<file path="src/rtl/apb_mem_bridge_pkg.sv">
// Shared definitions for the APB-to-memory bridge: FSM state encoding and default widths.
package apb_mem_bridge_pkg;

    localparam int unsigned DEF_ADDR_WIDTH     = 16;
    localparam int unsigned DEF_DATA_WIDTH     = 16;
    localparam int unsigned DEF_APB_ADDR_WIDTH = 32;

    typedef enum logic [2:0] {
        ST_IDLE    = 3'd0,
        ST_RD_REQ  = 3'd1,
        ST_RD_DATA = 3'd2,
        ST_WR      = 3'd3,
        ST_RESP    = 3'd4,
        ST_ERR     = 3'd5
    } state_t;

endpackage

</file>
<file path="src/rtl/apb_byte_merge.sv">
// Combinational byte-lane merge: strobed lanes take new data, the rest keep old data.
module apb_byte_merge #(
    parameter int unsigned DATA_WIDTH = 16
) (
    input  logic [DATA_WIDTH-1:0]   old_data,
    input  logic [DATA_WIDTH-1:0]   new_data,
    input  logic [DATA_WIDTH/8-1:0] strb,
    output logic [DATA_WIDTH-1:0]   merged_c
);

    localparam int unsigned NB = DATA_WIDTH / 8;

    always_comb begin
        merged_c = old_data;
        for (int i = 0; i < NB; i++) begin
            if (strb[i]) begin
                merged_c[i*8 +: 8] = new_data[i*8 +: 8];
            end
        end
    end

endmodule

</file>
<file path="src/rtl/apb_mem_bridge.sv">
// APB completer driving a single-port memory with 1-cycle registered read;
// adds read wait states, does read-modify-write for partial strobes, flags bad addresses.
module apb_mem_bridge
    import apb_mem_bridge_pkg::*;
#(
    parameter int unsigned ADDR_WIDTH     = DEF_ADDR_WIDTH,
    parameter int unsigned DATA_WIDTH     = DEF_DATA_WIDTH,
    parameter int unsigned APB_ADDR_WIDTH = DEF_APB_ADDR_WIDTH
) (
    input  logic                      i_clk,
    input  logic                      i_rst_n,
    input  logic                      i_psel,
    input  logic                      i_penable,
    input  logic                      i_pwrite,
    input  logic [APB_ADDR_WIDTH-1:0] i_paddr,
    input  logic [DATA_WIDTH-1:0]     i_pwdata,
    input  logic [DATA_WIDTH/8-1:0]   i_pstrb,
    output logic [DATA_WIDTH-1:0]     o_prdata,
    output logic                      o_pready,
    output logic                      o_pslverr,
    output logic                      o_mem_en,
    output logic                      o_mem_wr,
    output logic [ADDR_WIDTH-1:0]     o_mem_addr,
    output logic [DATA_WIDTH-1:0]     o_mem_data_w,
    input  logic [DATA_WIDTH-1:0]     i_mem_data_r
);

    localparam int unsigned NB    = DATA_WIDTH / 8;
    localparam int unsigned OFF_W = $clog2(NB);

    state_t                  state_q, state_d;
    logic                    pwrite_q, pwrite_d;
    logic [ADDR_WIDTH-1:0]   addr_q, addr_d;
    logic [DATA_WIDTH-1:0]   wdata_q, wdata_d;
    logic [NB-1:0]           pstrb_q, pstrb_d;
    logic [DATA_WIDTH-1:0]   prdata_d;
    logic                    pready_d, pslverr_d;
    logic                    mem_en_d, mem_wr_d;
    logic [ADDR_WIDTH-1:0]   mem_addr_d;
    logic [DATA_WIDTH-1:0]   mem_data_d;
    logic                    addr_err_c;
    logic [DATA_WIDTH-1:0]   merged_c;

    apb_byte_merge #(
        .DATA_WIDTH (DATA_WIDTH)
    ) u_merge (
        .old_data (i_mem_data_r),
        .new_data (wdata_q),
        .strb     (pstrb_q),
        .merged_c (merged_c)
    );

    // Misaligned byte offset or address bits beyond the memory depth
    assign addr_err_c = ((i_paddr & APB_ADDR_WIDTH'(NB - 1)) != '0) ||
                        ((i_paddr >> (ADDR_WIDTH + OFF_W)) != '0);

    always_ff @(posedge i_clk or negedge i_rst_n) begin
        if (!i_rst_n) begin
            state_q      <= ST_IDLE;
            pwrite_q     <= 1'b0;
            addr_q       <= '0;
            wdata_q      <= '0;
            pstrb_q      <= '0;
            o_prdata     <= '0;
            o_pready     <= 1'b0;
            o_pslverr    <= 1'b0;
            o_mem_en     <= 1'b0;
            o_mem_wr     <= 1'b0;
            o_mem_addr   <= '0;
            o_mem_data_w <= '0;
        end else begin
            state_q      <= state_d;
            pwrite_q     <= pwrite_d;
            addr_q       <= addr_d;
            wdata_q      <= wdata_d;
            pstrb_q      <= pstrb_d;
            o_prdata     <= prdata_d;
            o_pready     <= pready_d;
            o_pslverr    <= pslverr_d;
            o_mem_en     <= mem_en_d;
            o_mem_wr     <= mem_wr_d;
            o_mem_addr   <= mem_addr_d;
            o_mem_data_w <= mem_data_d;
        end
    end

    // Next state, next latched request, and outputs decoded from the next state
    always_comb begin
        state_d  = state_q;
        pwrite_d = pwrite_q;
        addr_d   = addr_q;
        wdata_d  = wdata_q;
        pstrb_d  = pstrb_q;
        prdata_d = o_prdata;

        case (state_q)
            ST_IDLE: begin
                if (i_psel && !i_penable) begin
                    pwrite_d = i_pwrite;
                    addr_d   = ADDR_WIDTH'(i_paddr >> OFF_W);
                    wdata_d  = i_pwdata;
                    pstrb_d  = i_pstrb;
                    if (addr_err_c) begin
                        state_d = ST_ERR;
                    end else if (!i_pwrite) begin
                        state_d = ST_RD_REQ;
                    end else if (&i_pstrb) begin
                        state_d = ST_WR;
                    end else if (i_pstrb == '0) begin
                        state_d = ST_RESP;
                    end else begin
                        state_d = ST_RD_REQ;
                    end
                end
            end
            ST_RD_REQ:  state_d = ST_RD_DATA;
            ST_RD_DATA: begin
                if (pwrite_q) begin
                    wdata_d = merged_c;
                    state_d = ST_WR;
                end else begin
                    prdata_d = i_mem_data_r;
                    state_d  = ST_RESP;
                end
            end
            ST_WR:      state_d = ST_RESP;
            ST_RESP:    state_d = ST_IDLE;
            ST_ERR:     state_d = ST_IDLE;
            default:    state_d = ST_IDLE;
        endcase

        mem_en_d   = (state_d == ST_RD_REQ) || (state_d == ST_WR);
        mem_wr_d   = (state_d == ST_WR);
        mem_addr_d = mem_en_d ? addr_d : '0;
        mem_data_d = mem_wr_d ? wdata_d : '0;
        pready_d   = (state_d == ST_RESP) || (state_d == ST_ERR);
        pslverr_d  = (state_d == ST_ERR);
    end

endmodule

</file>
<file path="config.mk">
export PLATFORM = sky130hd
export DESIGN_NAME = apb_mem_bridge
export DESIGN_NICKNAME = d
export VERILOG_FILES = /design/src/rtl/apb_mem_bridge_pkg.sv /design/src/rtl/apb_byte_merge.sv /design/src/rtl/apb_mem_bridge.sv
export SDC_FILE = /design/constraint.sdc
export NUM_CORES = 1
export LEC_CHECK = 0
export CAP_MARGIN = 10
export CELL_PAD_IN_SITES_DETAIL_PLACEMENT = 0
export CELL_PAD_IN_SITES_GLOBAL_PLACEMENT = 1
export CORE_MARGIN = 5
export CORE_UTILIZATION = 42
export CTS_BUF_LIST = sky130_fd_sc_hd__clkbuf_4
export DETAILED_ROUTE_END_ITERATION = 16
export DONT_BUFFER_PORTS = 1
export HOLD_SLACK_MARGIN = 0.15
export PLACE_DENSITY_LB_ADDON = 0.1
export SLEW_MARGIN = 20
export SYNTH_ARGS = -nofsm -noshare
export SYNTH_HDL_FRONTEND = slang
export SYNTH_SLANG_ARGS = --single-unit
</file>
<file path="constraint.sdc">
create_clock -name i_clk -period 4.2 [get_ports i_clk]
set_input_delay 0.84 -clock i_clk [delete_from_list [all_inputs] [get_ports i_clk]]
set_output_delay 0.84 -clock i_clk [all_outputs]
set_load 0.03 [all_outputs]
</file>
==> results of run 1 <==
-- logic make-up (layout without fill, tap and decap cells) --
kind of cell	after synthesis	in the layout	share of synthesized area [%]
buffers and inverters	25	33	3.89
and+or+nand+nor	70	70	13.2
DFF	90	90	64.3
muxes	32	32	10.3
AOI/OAI and AO/OA	31	31	8.32
-- worst paths after layout --
check,startpoint,end,slack [ns]
min in group i_clk,wdata_q[14],wdata_q[14],0.50
setup reg to reg,state_q[0],o_mem_data_w[1],1.66
max in group asynchronous,i_rst_n,o_mem_data_w[5],3.56
setup / recovery,state_q[0],o_mem_data_w[1],1.66
hold / removal,i_rst_n,addr_q[4],0.30
hold reg to reg,wdata_q[14],wdata_q[14],0.50
-- sequential cells by signal, indices dropped and copies added (netlist names) --
signal / count
o_mem_addr: 16
wdata_q: 16
pwrite_q: 1
o_mem_wr: 1
o_mem_en: 1
state_q: 3
o_prdata: 16
addr_q: 16
o_pready: 1
o_pslverr: 1
o_mem_data_w: 16
pstrb_q: 2
-- timing repair --
action	4_1_cts	5_1_grt
buffers inserted	0	0
hold endpoints to repair	90	0
hold buffers	1	0
-- Yosys cell counts --
cell / n / area [um2]
a2111oi_4: 1 / 27.5
and2_1: 1 / 6.26
buf_6: 4 / 45.0
nor3_1: 7 / 35.0
nor4b_2: 1 / 15.0
a21oi_1: 7 / 35.0
a221o_1: 8 / 80.1
nor4bb_1: 1 / 10.0
a221oi_1: 7 / 61.3
and4_1: 2 / 17.5
nor4_1: 4 / 25.0
nor3b_2: 1 / 12.5
a31oi_4: 1 / 21.3
inv_1: 14 / 52.6
nand2_2: 1 / 6.26
dfrtp_1: 90 / 2250
nor2b_1: 16 / 100
buf_4: 2 / 15.0
nor3b_1: 8 / 60.1
nand3b_1: 1 / 7.51
or2_2: 1 / 6.26
o32ai_1: 1 / 8.76
buf_2: 4 / 20.0
mux2_2: 32 / 360
o31a_4: 1 / 17.5
nand2b_1: 1 / 6.26
nor4b_4: 1 / 23.8
a22oi_2: 2 / 25.0
clkbuf_1: 1 / 3.75
nor2_1: 1 / 3.75
and3_1: 15 / 93.8
o21ai_0: 3 / 15.0
nand2_1: 6 / 22.5
nand4_1: 2 / 12.5
-- cell type report --
type                    instances  area share (%)
repair buffers                  3            1.14
clock buffers                  10            2.01
inverters                      14            1.41
multi-input cells             133            30.5
clock inverters                 6            1.14
flip-flops and latches         90            60.3
well taps                     105            3.52
-- worst reg2reg max path: cells and delay by family, from the launching register on --
kind / cells / cell delay [ns]
AOI/OAI and AO/OA: 1 / 0.38
and+or+nand+nor: 3 / 1.55
DFF: 1 / 0.53
-- metal layers --
metal	routed length (um)	vias up	GRT usage [%]
met5	0	-	0
met4	93	0	5.21
met3	743	9	6.68
met2	3560	78	23.0
met1	3330	1034	19.8
li1	-	903	-
-- report_power, final --
| group | leakage (nW) | internal [mW] | switching (mW) | total, mW |
|---|---|---|---|---|
| Sequential | 1.15 | 1.14 | 0.354 | 1.49 |
| Combinational | 0.504 | 0.344 | 0.342 | 0.685 |
| Clock | 0.0628 | 0.130 | 0.299 | 0.428 |
==> flow_metrics.py, run 1 <==
metrics = {
    "worst_setup_path": {
        "slowest_stage": "and2_2",
        "critPathBufInv": 0,
        "arrival_ns": 2.88,
        "crit_required_ns": 4.54,
        "crit_family": "simple AND/OR/NAND/NOR gates",
        "path_class": "flip-flop to flip-flop",
        "path_depth": 4,
        "r2r_cells": 4,
        "worstSetupEndpointType": "flip-flop",
        "critPathLaunchType": "flip-flop",
        "path_cells": "nor4b_4 > and2_2 > a31oi_4 > nor3b_1",
        "cpPeakStageDelay_ns": 0.79,
        "cp_max_fo": 38,
    },
    "detailed_routing": {
        "ant_nets": 0,
        "viasPerCell": 5.61,
        "drtPass1Iterations": 4,
        "drc": 0,
        "wl_per_cell_um": 21.4,
        "vias": 2024,
        "initialDrtViolationCount": 55,
        "drt-total-wl_um": 7720,
    },
    "floorplan": {
        "dieArea_um2": 10300,
        "core_area_um2": 8180,
        "rows": 33,
        "die_h_um": 101,
        "ioPinCount": 123,
        "die_w_um": 101,
        "start_util_pct": 42.9,
    },
    "finish": {
        "ff_latch_area_um2": 2250,
        "fin_cells": 361,
        "layout_common_cells": "90 x dfrtp_1, 32 x mux2_2, 16 x nor2b_1, 15 x and3_1, 14 x inv_1",
        "drive_gt1_share_pct": 24.6,
        "diodes": 0,
        "postLayoutCoreUtil_pct": 45.7,
        "multi_input_area_um2": 1140,
        "area_growth_pct": 6.64,
        "final_area_um2": 3740,
        "num-nets-final": 322,
        "final_common_cell": "dfrtp_1",
        "fillers": 739,
    },
    "clocking": {
        "clock_latency_ns": 0.43,
        "cts_tree": "built",
        "cts_root_buf": "clkbuf_4",
        "clk_path_buf_depth": 2,
        "cts_num_sinks": 90,
        "cts_made_buffers": 9,
        "post_cts_resized": 0,
        "h-tree-depth": 3,
        "clk_pin_slew_worst_paths_ns": 0.14,
    },
    "global_routing": {
        "grt_usage_pct": 15.3,
        "grt_pass1_wl_um": 11800,
        "grt_max_degree": 91,
        "grt_overflow": 0,
        "antenna_found_initial": 0,
        "grt_pass1_vias": 2156,
    },
    "sta": {
        "tightest_slew_ns": 0.861,
        "fmax_mhz": 394,
        "hold_viol": 0,
        "fin_skew_ns": 0.0118,
        "setup_viol": 0,
        "slew-limit-headroom_pct": 42.6,
        "fin_crit_sh_pct": 60.4,
        "setup_ws_ns": 1.66,
        "setup_tns_ns": 0,
        "fin_crit_ns": 2.54,
        "hold_ws_ns": 0.301,
        "final_max_slew_viol_count": 0,
        "rsz0062_at_grt": "no",
    },
    "place": {
        "dp_slack_ns": 1.38,
        "io_buffers": 0,
        "routabilityCongestion": 0.674,
        "placed_cell_area_um2": 3590,
        "dp_hpwl_um": 5100,
        "dp.cells": 344,
    },
    "worst_hold_path": {
        "hold_path.class": "primary input to asynchronous set/reset pin",
    },
    "logic_synthesis": {
        "synth_seq_area_share_pct": 64.3,
        "syn_inst": 248,
        "ys_warn_count": 0,
        "syn_nets": 319,
        "ys_types": 34,
        "syn_avg_cell_area_um2": 14.1,
        "netlist_area_um2": 3500,
        "ys_seq_elements": 90,
    },
    "power_and_ir_drop": {
        "report.power.total_mw": 2.61,
        "power_density_nw_per_um2": 698,
        "irDropWorstVdd_uv": 367,
        "p_leak_nw": 1.72,
    },
    "job": {
        "drv_cap": 0,
    },
    "status": {
        "status": "finished, final reports clean",
    },
}
Note: power is estimated with default switching activity, not from simulation.
==> run 2, diff against run 1 <==
==> constraint.sdc (replaced) <==
create_clock -name i_clk -period 2.04 [get_ports i_clk]
set_input_delay 0.408 -clock i_clk [delete_from_list [all_inputs] [get_ports i_clk]]
set_output_delay 0.408 -clock i_clk [all_outputs]
set_load 0.03 [all_outputs]
==> flow_metrics.py, run 2 (synthesis gave the netlist of run 1 again) <==
metrics = {
    "global_routing": {
        "grt_usage_pct": 16.3,
        "grt_max_degree": 91,
        "gr-usage-met2_pct": 25.2,
        "grt_pass1_wl_um": 12800,
        "grtUsageMet1_pct": 21.4,
        "met3_usage_pct": 5.92,
        "grt_overflow": 0,
        "top_usage_layer": "met2",
        "antenna_found_initial": 0,
        "grt_pass1_vias": 2445,
    },
    "clocking": {
        "clk_path_buf_depth": 2,
        "clock_latency_ns": 0.43,
        "clk_pin_slew_worst_paths_ns": 0.15,
        "postCtsSetupBuffers": 0,
        "cts_tree": "built",
        "cts_num_sinks": 90,
        "cts_made_buffers": 9,
        "holdBufCountCts": 50,
        "h-tree-depth": 3,
        "cts_root_buf": "clkbuf_4",
    },
    "job": {
        "drv_cap": 0,
    },
    "sta": {
        "slew-limit-headroom_pct": 60.1,
        "fin_crit_ns": 1.91,
        "hold_viol": 90,
        "fmax_mhz": 523,
        "fin_skew_ns": 0.0226,
        "final_max_slew_viol_count": 0,
        "fin_crit_sh_pct": 93.7,
        "hold_ws_ns": -0.356,
        "setup_tns_ns": 0,
        "setup_ws_ns": 0.128,
        "rsz0062_at_grt": "no",
        "setup_viol": 0,
        "tightest_slew_ns": 0.598,
    },
    "detailed_routing": {
        "viasPerCell": 5.26,
        "ant_nets": 0,
        "wl_per_cell_um": 19.4,
        "drt-total-wl_um": 8180,
        "vias": 2216,
        "initialDrtViolationCount": 44,
        "drc": 0,
        "drtPass1Iterations": 4,
    },
    "finish": {
        "drive_gt1_share_pct": 23.7,
        "area_growth_pct": 24.3,
        "num-nets-final": 383,
        "diodes": 0,
        "final_common_cell": "dfrtp_1",
        "fillers": 703,
        "layout_common_cells": "89 x dfrtp_1, 50 x dlygate4sd3_1, 32 x mux2_2, 16 x nor2b_1, 15 x and3_1",
    },
    "worst_setup_path": {
        "cpPeakStageDelay_ns": 0.47,
        "crit_family": "simple AND/OR/NAND/NOR gates",
        "critPathLaunchType": "flip-flop",
        "cp_max_fo": 15,
        "slowest_stage": "dfrtp_1",
        "r2r-start": "state_q[0]",
        "reg2reg_slack_ns": 0.13,
        "crit_required_ns": 2.36,
        "rr_endpoint": "o_mem_addr[2]",
        "path_class": "flip-flop to flip-flop",
        "worstSetupEndpointType": "flip-flop",
        "r2r_cells": 5,
        "crit_start": "state_q[0]",
        "path_cells": "nor4b_4 > and2_2 > buf_4 > mux2_2 > nor2b_1",
        "crit_path_end": "o_mem_addr[2]",
        "arrival_ns": 2.23,
        "path_depth": 5,
        "critPathBufInv": 1,
    },
    "power_and_ir_drop": {
        "p_leak_nw": 1.98,
        "irDropWorstVdd_uv": 659,
        "power_density_nw_per_um2": 1300,
        "report.power.total_mw": 5.66,
    },
    "floorplan": {
        "die_h_um": 101,
        "ioPinCount": 123,
        "dieArea_um2": 10300,
        "die_w_um": 101,
        "core_area_um2": 8180,
        "rows": 33,
        "start_util_pct": 42.9,
    },
    "worst_hold_path": {
        "hold_path.class": "primary input to asynchronous set/reset pin",
    },
    "place": {
        "dp_slack_ns": 0.100,
        "routabilityCongestion": 0.783,
        "io_buffers": 0,
        "dp_hpwl_um": 5290,
    },
    "status": {
        "status": "complete, but fails checks",
        "violations": "hold timing",
    },
}
-- run 2: layout make-up --
type                            count  area, um2  share of cell area, %
Clock buffer                        9       67.6                   1.55
Clock inverter                      6       66.3                   1.52
Inverter                           14       52.6                   1.21
Multi-Input combinational cell    134       1170                   26.9
Sequential cell                    90       2250                   51.7
Tap cell                          105        131                   3.02
Timing Repair Buffer               63        611                   14.0
-- run 2: worst min-delay path by stage --
stage          cells after the start             to  slack [ns]  startpoint
2_1_floorplan                      0      addr_q[0]        0.11     i_rst_n
3_3_place_gp                       0  o_mem_addr[4]        0.11     i_rst_n
3_5_place_dp                       0      addr_q[4]        0.11     i_rst_n
4_1_cts                            0      addr_q[4]       -0.38     i_rst_n
5_1_grt                            0  o_mem_addr[3]       -0.41     i_rst_n
6_report                           0  o_mem_addr[3]       -0.36     i_rst_n
-- run 2: power by group --
group | total (mW) | internal [mW] | switching (mW) | leakage (nW)
registers | 3.05 | 2.35 | 0.695 | 1.15
logic | 1.64 | 0.869 | 0.772 | 0.764
clock network | 0.975 | 0.370 | 0.606 | 0.0661
-- run 2: timing repair --
item / 4_1_cts / 5_1_grt
gates resized for setup: 0 / 4
endpoints found under the hold margin: 140 / 90
setup endpoints to repair: 0 / 15
-- run 2: per-stage QoR --
stage / utilization [%] / instances / area [um2]
after floorplan: - / 248 / 3500
after global placement: 45.1 / 355 / 3690
after detailed placement: 45.1 / 355 / 3690
after CTS: 52.9 / 420 / 4320
after global routing: 53.3 / 421 / 4360
final: 53.3 / 421 / 4360
-- run 2: metal layers --
layer,vias to the layer above,wire [um]
li1,1019,-
met1,1117,3520
met2,71,3880
met3,9,665
met4,0,111
met5,-,0
==> run 3, diff against run 2 <==
--- a/config.mk
+++ b/config.mk
@@ -15,6 +15,7 @@
 export DONT_BUFFER_PORTS = 1
 export HOLD_SLACK_MARGIN = 0.15
 export PLACE_DENSITY_LB_ADDON = 0.1
+export SETUP_SLACK_MARGIN = 0.15
 export SLEW_MARGIN = 20
 export SYNTH_ARGS = -nofsm -noshare
 export SYNTH_HDL_FRONTEND = slang
==> flow_metrics.py, run 3 (synthesis gave the netlist of run 1 again) <==
metrics = {
    "status": {
        "status": "complete, but fails checks",
        "violations": "hold timing",
    },
    "clocking": {
        "clock_latency_ns": 0.43,
        "clk_path_buf_depth": 2,
        "cts_made_buffers": 9,
        "h-tree-depth": 3,
        "cts_root_buf": "clkbuf_4",
        "holdBufCountCts": 50,
        "clk_pin_slew_worst_paths_ns": 0.15,
        "cts_tree": "built",
        "cts_num_sinks": 90,
    },
    "sta": {
        "final_max_slew_viol_count": 0,
        "fin_skew_ns": 0.0267,
        "setup_viol": 0,
        "slew-limit-headroom_pct": 55.1,
        "tightest_slew_ns": 0.673,
        "hold_ws_ns": -0.354,
        "rsz0062_at_grt": "yes",
        "fin_crit_ns": 1.84,
        "hold_viol": 90,
        "fmax_mhz": 544,
        "fin_crit_sh_pct": 90.0,
        "setup_tns_ns": 0,
    },
    "finish": {
        "final_area_um2": 4490,
        "drive_gt1_share_pct": 27.8,
        "final_common_cell": "dfrtp_1",
        "diodes": 0,
        "num-nets-final": 394,
        "layout_common_cells": "88 x dfrtp_1, 50 x dlygate4sd3_1, 32 x mux2_2, 17 x buf_4, 16 x nor2b_1",
        "area_growth_pct": 28.2,
    },
    "power_and_ir_drop": {
        "p_leak_nw": 2.05,
        "p_int_mw": 3.72,
        "switching_power_mw": 2.11,
        "swShare_pct": 36.1,
        "pwr-share-clk_pct": 16.8,
        "irDropWorstVdd_uv": 673,
        "p_seq_share_pct": 52.4,
        "power_density_nw_per_um2": 1300,
        "p_comb_share_pct": 30.8,
    },
    "floorplan": {
        "ioPinCount": 123,
        "die_h_um": 101,
        "die_w_um": 101,
        "rows": 33,
        "dieArea_um2": 10300,
        "core_area_um2": 8180,
        "start_util_pct": 42.9,
    },
    "detailed_routing": {
        "drt-total-wl_um": 8360,
        "drc": 0,
        "initialDrtViolationCount": 23,
        "drtPass1Iterations": 4,
        "viasPerCell": 5.21,
        "wl_per_cell_um": 19.3,
        "ant_nets": 0,
        "vias": 2251,
    },
    "global_routing": {
        "grt_pass1_wl_um": 13100,
        "grt_pass1_vias": 2459,
        "antenna_found_initial": 0,
        "grt_max_degree": 91,
        "grt_overflow": 0,
        "grt_usage_pct": 16.8,
    },
    "worst_setup_path": {
        "crit_required_ns": 2.37,
        "r2r-start": "state_q[1]",
        "crit_family": "simple AND/OR/NAND/NOR gates",
        "path_cells": "buf_6 > nor4bb_4 > buf_6 > a22oi_2 > a221o_1 > nor3b_2",
        "critPathBufInv": 2,
        "arrival_ns": 2.16,
        "cpPeakStageDelay_ns": 0.42,
        "crit_path_end": "o_mem_data_w[2]",
        "r2r_cells": 6,
        "cp_max_fo": 8,
        "worstSetupEndpointType": "flip-flop",
        "rr_endpoint": "o_mem_data_w[2]",
        "reg2reg_slack_ns": 0.20,
        "slowest_stage": "dfrtp_1",
        "critPathLaunchType": "flip-flop",
        "path_depth": 6,
        "crit_start": "state_q[1]",
        "cp_common_cell": "buf_6",
        "path_class": "flip-flop to flip-flop",
    },
    "place": {
        "routabilityCongestion": 0.783,
        "placed_cell_area_um2": 3690,
        "dp_hpwl_um": 5290,
        "io_buffers": 0,
    },
    "worst_hold_path": {
        "hold_path.class": "primary input to asynchronous set/reset pin",
    },
    "job": {
        "drv_cap": 0,
    },
}
[run 3: cell count changes in the layout (fill, tap and decap cells not counted), sizes merged]
cell	before	now
buf	13	23
a31oi	2	1
o31a	1	3
[run 3: area by class of cell]
type / count / area, um2
Inverter: 14 / 52.6
Clock inverter: 6 / 66.3
Clock buffer: 9 / 67.6
Tap cell: 105 / 131
Sequential cell: 90 / 2250
Multi-Input combinational cell: 135 / 1200
Fill cell: 691 / 3680
Timing Repair Buffer: 73 / 726
[run 3: through the flow]
step / setup slack [ns] / util, % / hold slack (ns) / power (mW) / cells
final: 0.203 / 55.0 / -0.354 / 5.83 / 432
after global routing: 0.111 / 55.0 / -0.411 / 6.20 / 432
after CTS: 0.165 / 53.5 / -0.384 / 5.75 / 424
after detailed placement: 0.100 / 45.1 / 0.115 / 4.61 / 355
after global placement: 0.0833 / 45.1 / 0.115 / 4.58 / 355
after floorplan: 0.187 / - / 0.112 / 4.20 / 248
[run 3: power groups by stage]
stage	clock network (mW)	logic, mW	registers (mW)
after floorplan	0	1.18	3.02
after global placement	0	1.50	3.08
after detailed placement	0	1.52	3.08
after CTS	1.01	1.69	3.05
after global routing	1.09	1.98	3.13
final	0.978	1.80	3.05
[run 3: worst register-to-register path, stage by stage, from the launching register on]
cell and delay (ns):
dfrtp_1 0.42, buf_6 0.12, nor4bb_4 0.36, buf_6 0.18
a22oi_2 0.13, a221o_1 0.38, nor3b_2 0.16
[run 3: worst min-delay path by stage]
stage / start / end
final: i_rst_n / o_mem_addr[3]
after global routing: i_rst_n / pwrite_q
after floorplan: i_rst_n / addr_q[0]
after detailed placement: i_rst_n / addr_q[4]
after global placement: i_rst_n / o_mem_addr[4]
after CTS: i_rst_n / addr_q[4]
[run 3: metal layers]
metal	share of wire, %	track usage, %	up-vias
li1	-	-	1041
met1	43	22.0	1127
met2	48	26.4	76
met3	8.3	5.92	7
met4	1.1	5.01	0
met5	0	0	-
[run 3: timing repair]
action,CTS,global route
setup endpoints to repair,19,36
gates cloned,2,0
gates resized for setup,2,11
buffers inserted,2,8
endpoints found under the hold margin,140,90
pin swaps,2,6
